<file path="src/rtl/spi_mem_ctrl.sv">
// SPI mode-0 slave front end for a parametrised data memory: decodes an address/RW header,
// then bursts DATA_W-bit words with auto-incrementing address in either direction.
module spi_mem_ctrl #(
   parameter int ADDR_W = 7,
   parameter int DATA_W = 8
) (
   input  logic              clk,
   input  logic              reset,
   input  logic              cs,
   input  logic              sclk_pos,
   input  logic              sclk_neg,
   input  logic              mosi,
   output logic              miso_out,
   output logic              miso_en,
   output logic [ADDR_W-1:0] mem_addr,
   output logic [DATA_W-1:0] mem_wdata,
   input  logic [DATA_W-1:0] mem_rdata,
   output logic              mem_we,
   output logic              busy,
   output logic              frame_err
);

   // rx_sr only ever needs the bits preceding the final (directly used) mosi bit
   localparam int RX_W  = (ADDR_W > DATA_W - 1) ? ADDR_W : DATA_W - 1;
   localparam int CNT_W = $clog2(RX_W + 1);
   localparam logic [CNT_W-1:0] HDR_LAST  = CNT_W'(ADDR_W);
   localparam logic [CNT_W-1:0] WORD_LAST = CNT_W'(DATA_W - 1);

   typedef enum logic [1:0] {IDLE, HDR, LOAD, DATA} state_t;

   state_t            state, state_nxt;
   logic [CNT_W-1:0]  cnt;
   logic [RX_W-1:0]   rx_sr;
   logic [DATA_W-1:0] tx_sr;
   logic              rw;
   logic              cs_q;
   logic              cnt_clr, cnt_inc, rx_shift, hdr_done;
   logic              wr_done, rd_done, tx_load, tx_shift, abort;

   always_ff @(posedge clk or posedge reset) begin
      if (reset) state <= IDLE;
      else       state <= state_nxt;
   end

   always_comb begin
      state_nxt = state;
      cnt_clr   = 1'b0;
      cnt_inc   = 1'b0;
      rx_shift  = 1'b0;
      hdr_done  = 1'b0;
      wr_done   = 1'b0;
      rd_done   = 1'b0;
      tx_load   = 1'b0;
      tx_shift  = 1'b0;
      abort     = 1'b0;
      busy      = (state != IDLE);
      miso_en   = rw && (state == LOAD || state == DATA);
      case (state)
         IDLE: begin
            cnt_clr = 1'b1;
            // cs_q requires a high level first, so a frame cut by reset cannot resume
            if (!cs && cs_q) state_nxt = HDR;
         end
         HDR: begin
            if (cs) begin
               state_nxt = IDLE;
               cnt_clr   = 1'b1;
               abort     = (cnt != '0);
            end else if (sclk_pos) begin
               rx_shift = 1'b1;
               if (cnt == HDR_LAST) begin
                  hdr_done  = 1'b1;
                  cnt_clr   = 1'b1;
                  state_nxt = mosi ? LOAD : DATA;
               end else begin
                  cnt_inc = 1'b1;
               end
            end
         end
         LOAD: begin
            if (cs) begin
               state_nxt = IDLE;
            end else begin
               tx_load   = 1'b1;
               state_nxt = DATA;
            end
         end
         DATA: begin
            if (cs) begin
               state_nxt = IDLE;
               cnt_clr   = 1'b1;
               abort     = (cnt != '0);
            end else if (sclk_pos) begin
               rx_shift = !rw;
               if (cnt == WORD_LAST) begin
                  cnt_clr = 1'b1;
                  if (rw) begin
                     rd_done   = 1'b1;
                     state_nxt = LOAD;
                  end else begin
                     wr_done = 1'b1;
                  end
               end else begin
                  cnt_inc = 1'b1;
               end
            end else if (sclk_neg && rw && cnt != '0) begin
               tx_shift = 1'b1;
            end
         end
         default: state_nxt = IDLE;
      endcase
   end

   always_ff @(posedge clk or posedge reset) begin
      if (reset) begin
         cnt       <= '0;
         rx_sr     <= '0;
         tx_sr     <= '0;
         rw        <= 1'b0;
         cs_q      <= 1'b0;
         mem_addr  <= '0;
         mem_wdata <= '0;
         mem_we    <= 1'b0;
         frame_err <= 1'b0;
      end else begin
         cs_q      <= cs;
         mem_we    <= wr_done;
         frame_err <= abort;
         if (cnt_clr)      cnt <= '0;
         else if (cnt_inc) cnt <= cnt + 1'b1;
         if (rx_shift) rx_sr <= {rx_sr[RX_W-2:0], mosi};
         // the address advances after the write strobe so it stays stable during mem_we
         if (hdr_done) begin
            mem_addr <= rx_sr[ADDR_W-1:0];
            rw       <= mosi;
         end else if (mem_we || rd_done) begin
            mem_addr <= mem_addr + 1'b1;
         end
         if (wr_done) mem_wdata <= {rx_sr[DATA_W-2:0], mosi};
         if (tx_load)       tx_sr <= mem_rdata;
         else if (tx_shift) tx_sr <= {tx_sr[DATA_W-2:0], 1'b0};
      end
   end

   assign miso_out = tx_sr[DATA_W-1];

endmodule

</file>
<file path="config.mk">
export PLATFORM = sky130hd
export DESIGN_NAME = spi_mem_ctrl
export DESIGN_NICKNAME = d
export VERILOG_FILES = /design/src/rtl/spi_mem_ctrl.sv
export SDC_FILE = /design/constraint.sdc
export NUM_CORES = 1
export LEC_CHECK = 0
export ABC_AREA = 0
export BUFFER_PORTS_ARGS = -buffer_cell sky130_fd_sc_hd__buf_2
export CAP_MARGIN = 20
export CORE_UTILIZATION = 28
export CTS_CLUSTER_SIZE = 10
export DETAILED_ROUTE_END_ITERATION = 16
export GPL_TIMING_DRIVEN = 0
export REMOVE_ABC_BUFFERS = 1
export SLEW_MARGIN = 20
export SYNTH_ARGS = -nofsm -noshare
export SYNTH_HDL_FRONTEND = slang
export SYNTH_SLANG_ARGS = --single-unit
</file>
<file path="constraint.sdc">
create_clock -name clk -period 3.29 [get_ports clk]
set_input_delay 0.1645 -clock clk [delete_from_list [all_inputs] [get_ports clk]]
set_output_delay 0.1645 -clock clk [all_outputs]
set_load 0.05 [all_outputs]
</file>
== Word level (Yosys, flattened, before mapping) ==
Index checks and enable logic that the tools add are counted.

* Register bits after elaboration: 39
* RAM bits: 0
* Memories: 0
* Input bits: 14
* Bits in read-only memories: 0
* Bits in latches: 0

* Add/sub/neg operators: 2
* Shift-type cells: 0
* Bitwise operators: 0
* Reductions and logical operators: 16
* Mux-type cells: 50
* Eq/ne operators: 10
* Multiply operators: 0
* Divide/modulo/power cells: 0
* $lt $le $gt $ge: 0

{| class="wikitable"
|+ Operators with widths
! kind !! number
|-
| 1-bit two-way mux || 32
|-
| 2-bit two-way mux || 9
|-
| 8-bit two-way mux || 2
|-
| 7-bit two-way mux || 2
|-
| 3-bit != test, second input constant || 4
|-
| 2-bit one-hot mux with 4 select lines || 1
|-
| 2-bit nonzero test || 4
|-
| 7-bit by 1-bit adder with 7-bit output, second input constant || 1
|-
| 3-bit two-way mux || 2
|-
| 6-bit AND reduction || 1
|-
| 2-bit == test, second input constant || 2
|-
| 1-bit logical AND || 4
|-
| 1-bit one-hot mux with 2 select lines || 2
|-
| 3-bit by 1-bit adder with 3-bit output, second input constant || 1
|-
| 3-bit == test, second input constant || 1
|-
| 3-bit by 2-bit != test with 1-bit output, second input constant || 1
|-
| 3-bit nonzero test || 1
|-
| 2-bit by 1-bit == test with 1-bit output, second input constant || 1
|-
| 1-bit logical NOT || 2
|-
| 2-bit logical NOT || 1
|-
| 1-bit logical OR || 2
|-
| 2-bit != test, second input constant || 1
|-
| 2-bit OR reduction || 1
|}

== Depth between registers and ports, before layout ==
* Depth in word-level cells: 8
* Depth in mapped cells: 7
* Mapped depth without buffers: 7

== Worst setup path before layout ==
OpenSTA, ideal clock, no wires.

* Kind: reg-to-reg
* From: reg cnt[0]
* To: reg mem_addr[5]
* Arrival: 1.620 ns
* Library setup time: 0.125 ns
* Required time: 3.165 ns
* Buffers on the path: 0
* Cell stages (with the launch flop): 8
* Setup slack: 1.546 ns
* Cells stage by stage: dfrtp_1 ha_1 ha_1 nand4b_4 o21ai_2 nand4_1 xnor2_1 mux2_2

* Word-level cells in the longest chain between the ends: 7

{| class="wikitable"
|+ Ends and longest elaborated chain
! what !! RTL line !! text
|-
| start: declaration || 32 || <nowiki>logic [CNT_W-1:0] cnt;</nowiki>
|-
| start signal: assignment || 130 || <nowiki>else if (cnt_inc) cnt <= cnt + 1'b1;</nowiki>
|-
| 3-bit == test (*) || 71, 95 ||
|-
| 1-bit two-way mux || 95 || <nowiki>if (cnt == WORD_LAST) begin</nowiki>
|-
| 1-bit two-way mux || 93 || <nowiki>end else if (sclk_pos) begin</nowiki>
|-
| 1-bit two-way mux || 89 || <nowiki>if (cs) begin</nowiki>
|-
| 1-bit two-way mux || 58 || <nowiki>case (state)</nowiki>
|-
| 1-bit logical OR || 136 || <nowiki>end else if (mem_we || rd_done) begin</nowiki>
|-
| 2-bit nonzero test (no source line) || n/a ||
|-
| end signal: assignment || 134 || <nowiki>mem_addr <= rx_sr[ADDR_W-1:0];</nowiki>
|-
| end signal: assignment || 137 || <nowiki>mem_addr <= mem_addr + 1'b1;</nowiki>
|-
| end: declaration || 15 || <nowiki>output logic [ADDR_W-1:0] mem_addr,</nowiki>
|}

Every way passes the cells marked *; elsewhere a longest branch is shown, timed or not.
A chain may end at the register's enable or synchronous reset.

== Worst setup path after layout ==
* From: reg cnt[0]
* To: reg rw

* Word-level cells in the longest chain between the ends: 5

{| class="wikitable"
|+ Ends and longest elaborated chain
! what !! RTL line !! text
|-
| 3-bit == test || 71 || <nowiki>if (cnt == HDR_LAST) begin</nowiki>
|-
| 1-bit two-way mux || 71 ||
|-
| 1-bit two-way mux || 69 || <nowiki>end else if (sclk_pos) begin</nowiki>
|-
| 1-bit two-way mux || 65 || <nowiki>if (cs) begin</nowiki>
|-
| 1-bit two-way mux || 58 ||
|-
| end signal: assignment || 135 || <nowiki>rw <= mosi;</nowiki>
|-
| end: declaration || 35 || <nowiki>logic rw;</nowiki>
|}

Every way passes these cells.

==> flow_summary_export.csv <==
group,metric,value,unit
floorplanning,num_rows,28,
route,routed_wirelength,3400,um
route,drt_pass1_iterations,3,
cts,ctsHtreeMaxLevel,2,
cts,clk_pin_slew,0.07,ns
setup_path,crit_required,3.47,ns
setup_path,crit_end,"rw",
cts,cts-root-buf,"clkbuf_8",
run_status,outcome,"finished, final reports clean",
route,drt_iter0_drc,72,
synth,synth-seq-cells,39,
synth,avgSynthCellArea,11.9,um^2
setup_path,worstRegToRegCells,5,
route,wire_per_inst,12.9,um
route,highest_layer,"met4",
route,via_per_inst,4.58,
sta,skew,0.00698,ns
cts,insertion_delay,0.29,ns
place,detailedPlacementHpwl,2490,um
sta,rsz0062_at_grt,"no",
setup_path,critPathKind,"flop to flop",
power,power.leakage,1.09,nW
sta,tightest_slew,0.770,ns
sta,drv_slew,0,
synth,yosys.area.top_type,"dfrtp_1",
cts,cts_buffer_depth,2,
setup_path,rrSetupSlack,1.17,ns
setup_path,cp-end-kind,"flop",
route,wl_met3,171,um
setup_path,startpoint,"cnt[0]",
final_layout,nets,207,
route,m1WireLength,1600,um
sta,setup_viol,0,
synth,netlist_area,1780,um^2
grt,grt_pass1_wl,5630,um
sta,timing.slew.headroom,48.5,%
floorplanning,start_util,29.6,%
place,io_buffers,33,
min_path,hp-class,"primary input to flop",
synth,syn_inst,150,
route,ant_nets,0,
synth,yosysSeqAreaShare,54.7,%
sta,fin_crit_sh,64.4,%
route,drc,0,
setup_path,startpoint_type,"flop",
final_layout,area_growth,21.4,%
floorplanning,placeableCoreArea,6030,um^2
cts,cts_resized,0,
job,cap_violations,0,
setup_path,path_max_fanout,13,
route,vias,1209,
setup_path,r2r_start,"cnt[0]",
synth,yosysUniqueCellTypes,26,
synth,synthTopCellsByArea,"dfrtp_1 55%, mux2_2 11%, nand2_1 5.3%",
grt,first_global_vias,1229,
final_layout,drive_gt1_share,36.5,%
synth,yosysWarnings,0,
sta,finalCriticalPeriod,2.12,ns
place,gp_congestion,0.746,
grt,grt_usage,11.5,%
setup_path,worstPathArrival,2.30,ns
power,total_power,1.04,mW
grt,antenna_found_initial,0,
grt,grt_max_degree,31,
setup_path,r2r_end,"rw",
final_layout,n_antenna_cell,0,
route,wl_met2,1560,um
cts,numCtsBuffers,5,
synth,synth_top_area_share,54.7,%
sta,timing.fmax,0.472,GHz
sta,tns,0,ns
final_layout,fillers,633,
floorplanning,fp.dieH,81.8,um
floorplanning,io_pins,34,
power,p_per_area,478,nW/um^2
floorplanning,dieArea,6700,um^2
cts,cts_setup_buffers,0,
cts,cts_tree,"done",
power,ir_worst_vdd,0.253,mV
grt,globalRoute.totalOverflow,0,
sta,hold_viol,0,
floorplanning,die_x,81.8,um
cts,clock-sinks,39,
[registers in the layout, indices dropped and copies added (netlist names)]
| register | cells |
|---|---|
| mem_wdata | 8 |
| tx_sr | 8 |
| mem_addr | 7 |
| rx_sr | 7 |
| cnt | 3 |
| state | 2 |
| cs_q | 1 |
| frame_err | 1 |
| mem_we | 1 |
| rw | 1 |
[placed cells by master, fill, tap and decap left out, types with 2 or more instances in the layout]
cell,n
nor3_1,2
ha_1,4
mux2i_1,4
o21ai_0,6
nand2b_1,2
xnor2_1,4
buf_2,33
dfrtp_1,39
nor3_2,2
nand3_1,2
nand4_1,4
a21oi_1,4
inv_1,5
clkbuf_8,5
nand2_1,25
nor2_1,7
xor2_1,3
mux2_2,18
a22oi_1,6
o21ai_2,2
[critical path, stage by stage (launching register included)]
cell	delay [ns]
dfrtp_1	0.39
ha_1	0.16
ha_1	0.25
nand4b_4	0.18
nor2_1	0.63
mux2_2	0.41
[stage by stage]
| stage | cells | cell area (um^2) | setup WS, ns | hold WS (ns) | utilization (%) |
|---|---|---|---|---|---|
| after global routing | 264 | 2170 | 0.958 | 0.0877 | 35.9 |
| after global placement | 255 | 2030 | 1.07 | 0.372 | 33.7 |
| after floorplan | 147 | 1770 | 1.42 | 0.196 | - |
| after detailed placement | 256 | 2050 | 1.18 | 0.108 | 34.1 |
| after CTS | 264 | 2170 | 1.17 | 0.0707 | 35.9 |
| final | 264 | 2170 | 1.17 | 0.0770 | 35.9 |
[cell type report]
class                      instances  area (um^2)  area share, %
tap                               75         93.8           4.33
clock inverter                     1         30.0           1.39
sequential                        39          976           45.1
multi-input combinational        102          776           35.8
clock buffer                       6         72.6           3.35
timing repair buffer              35          195           9.01
inverter                           6         22.5           1.04
[cells in the mapped netlist, drive strengths merged]
cell type and count:
nor4 1, nor2b 1, a22oi 6, nor3 5, mux2i 4, nand3 2
nand4b 1, nor2 7, xnor2 4, nand2b 3, nand4 4, ha 4
o21ai 8, a21oi 4, mux2 18, nand2 26, xor2 3, inv 6
buf 3, dfrtp 39, o21bai 1
[worst min-delay path by stage]
stage                     cells past startpoint          from  slack [ns]       end
after CTS                                     3  mem_rdata[7]        0.07  tx_sr[7]
after global routing                          1            cs        0.09      cs_q
final                                         3  mem_rdata[7]        0.08  tx_sr[7]
after detailed placement                      2         reset        0.11  tx_sr[3]
after floorplan                               0            cs        0.20      cs_q
after global placement                        3  mem_rdata[7]        0.37  tx_sr[7]
[kinds of logic (layout without fill, tap and decap cells)]
family	count (synthesis)	after routing	synth area share, %
flip-flops	39	39	54.7
AND/OR/NAND/NOR	50	50	16.0
AO/OA/AOI/OAI	19	19	7.36
buffers and inverters	9	48	2.10
adder cells (fa/ha/maj)	4	4	2.81
XOR/XNOR	7	7	3.44
multiplexers	22	22	13.6
[power by group]
| part | switching (mW) | internal (mW) |
|---|---|---|
| combinational | 0.0419 | 0.0455 |
| sequential | 0.0406 | 0.525 |
| clock | 0.160 | 0.222 |
| total | 0.243 | 0.792 |
[per-layer routing]
layer | up-vias | track usage, %
met5 | - | 0
met4 | 0 | 5.26
met3 | 7 | 3.78
met2 | 26 | 18.5
met1 | 580 | 13.7
li1 | 596 | -
[repair_timing]
action | CTS | global route
hold endpoints to repair | 9 | 0
hold buffers | 1 | 0
endpoints found under the setup margin | 0 | 0
(Power assumes the default switching activity.)
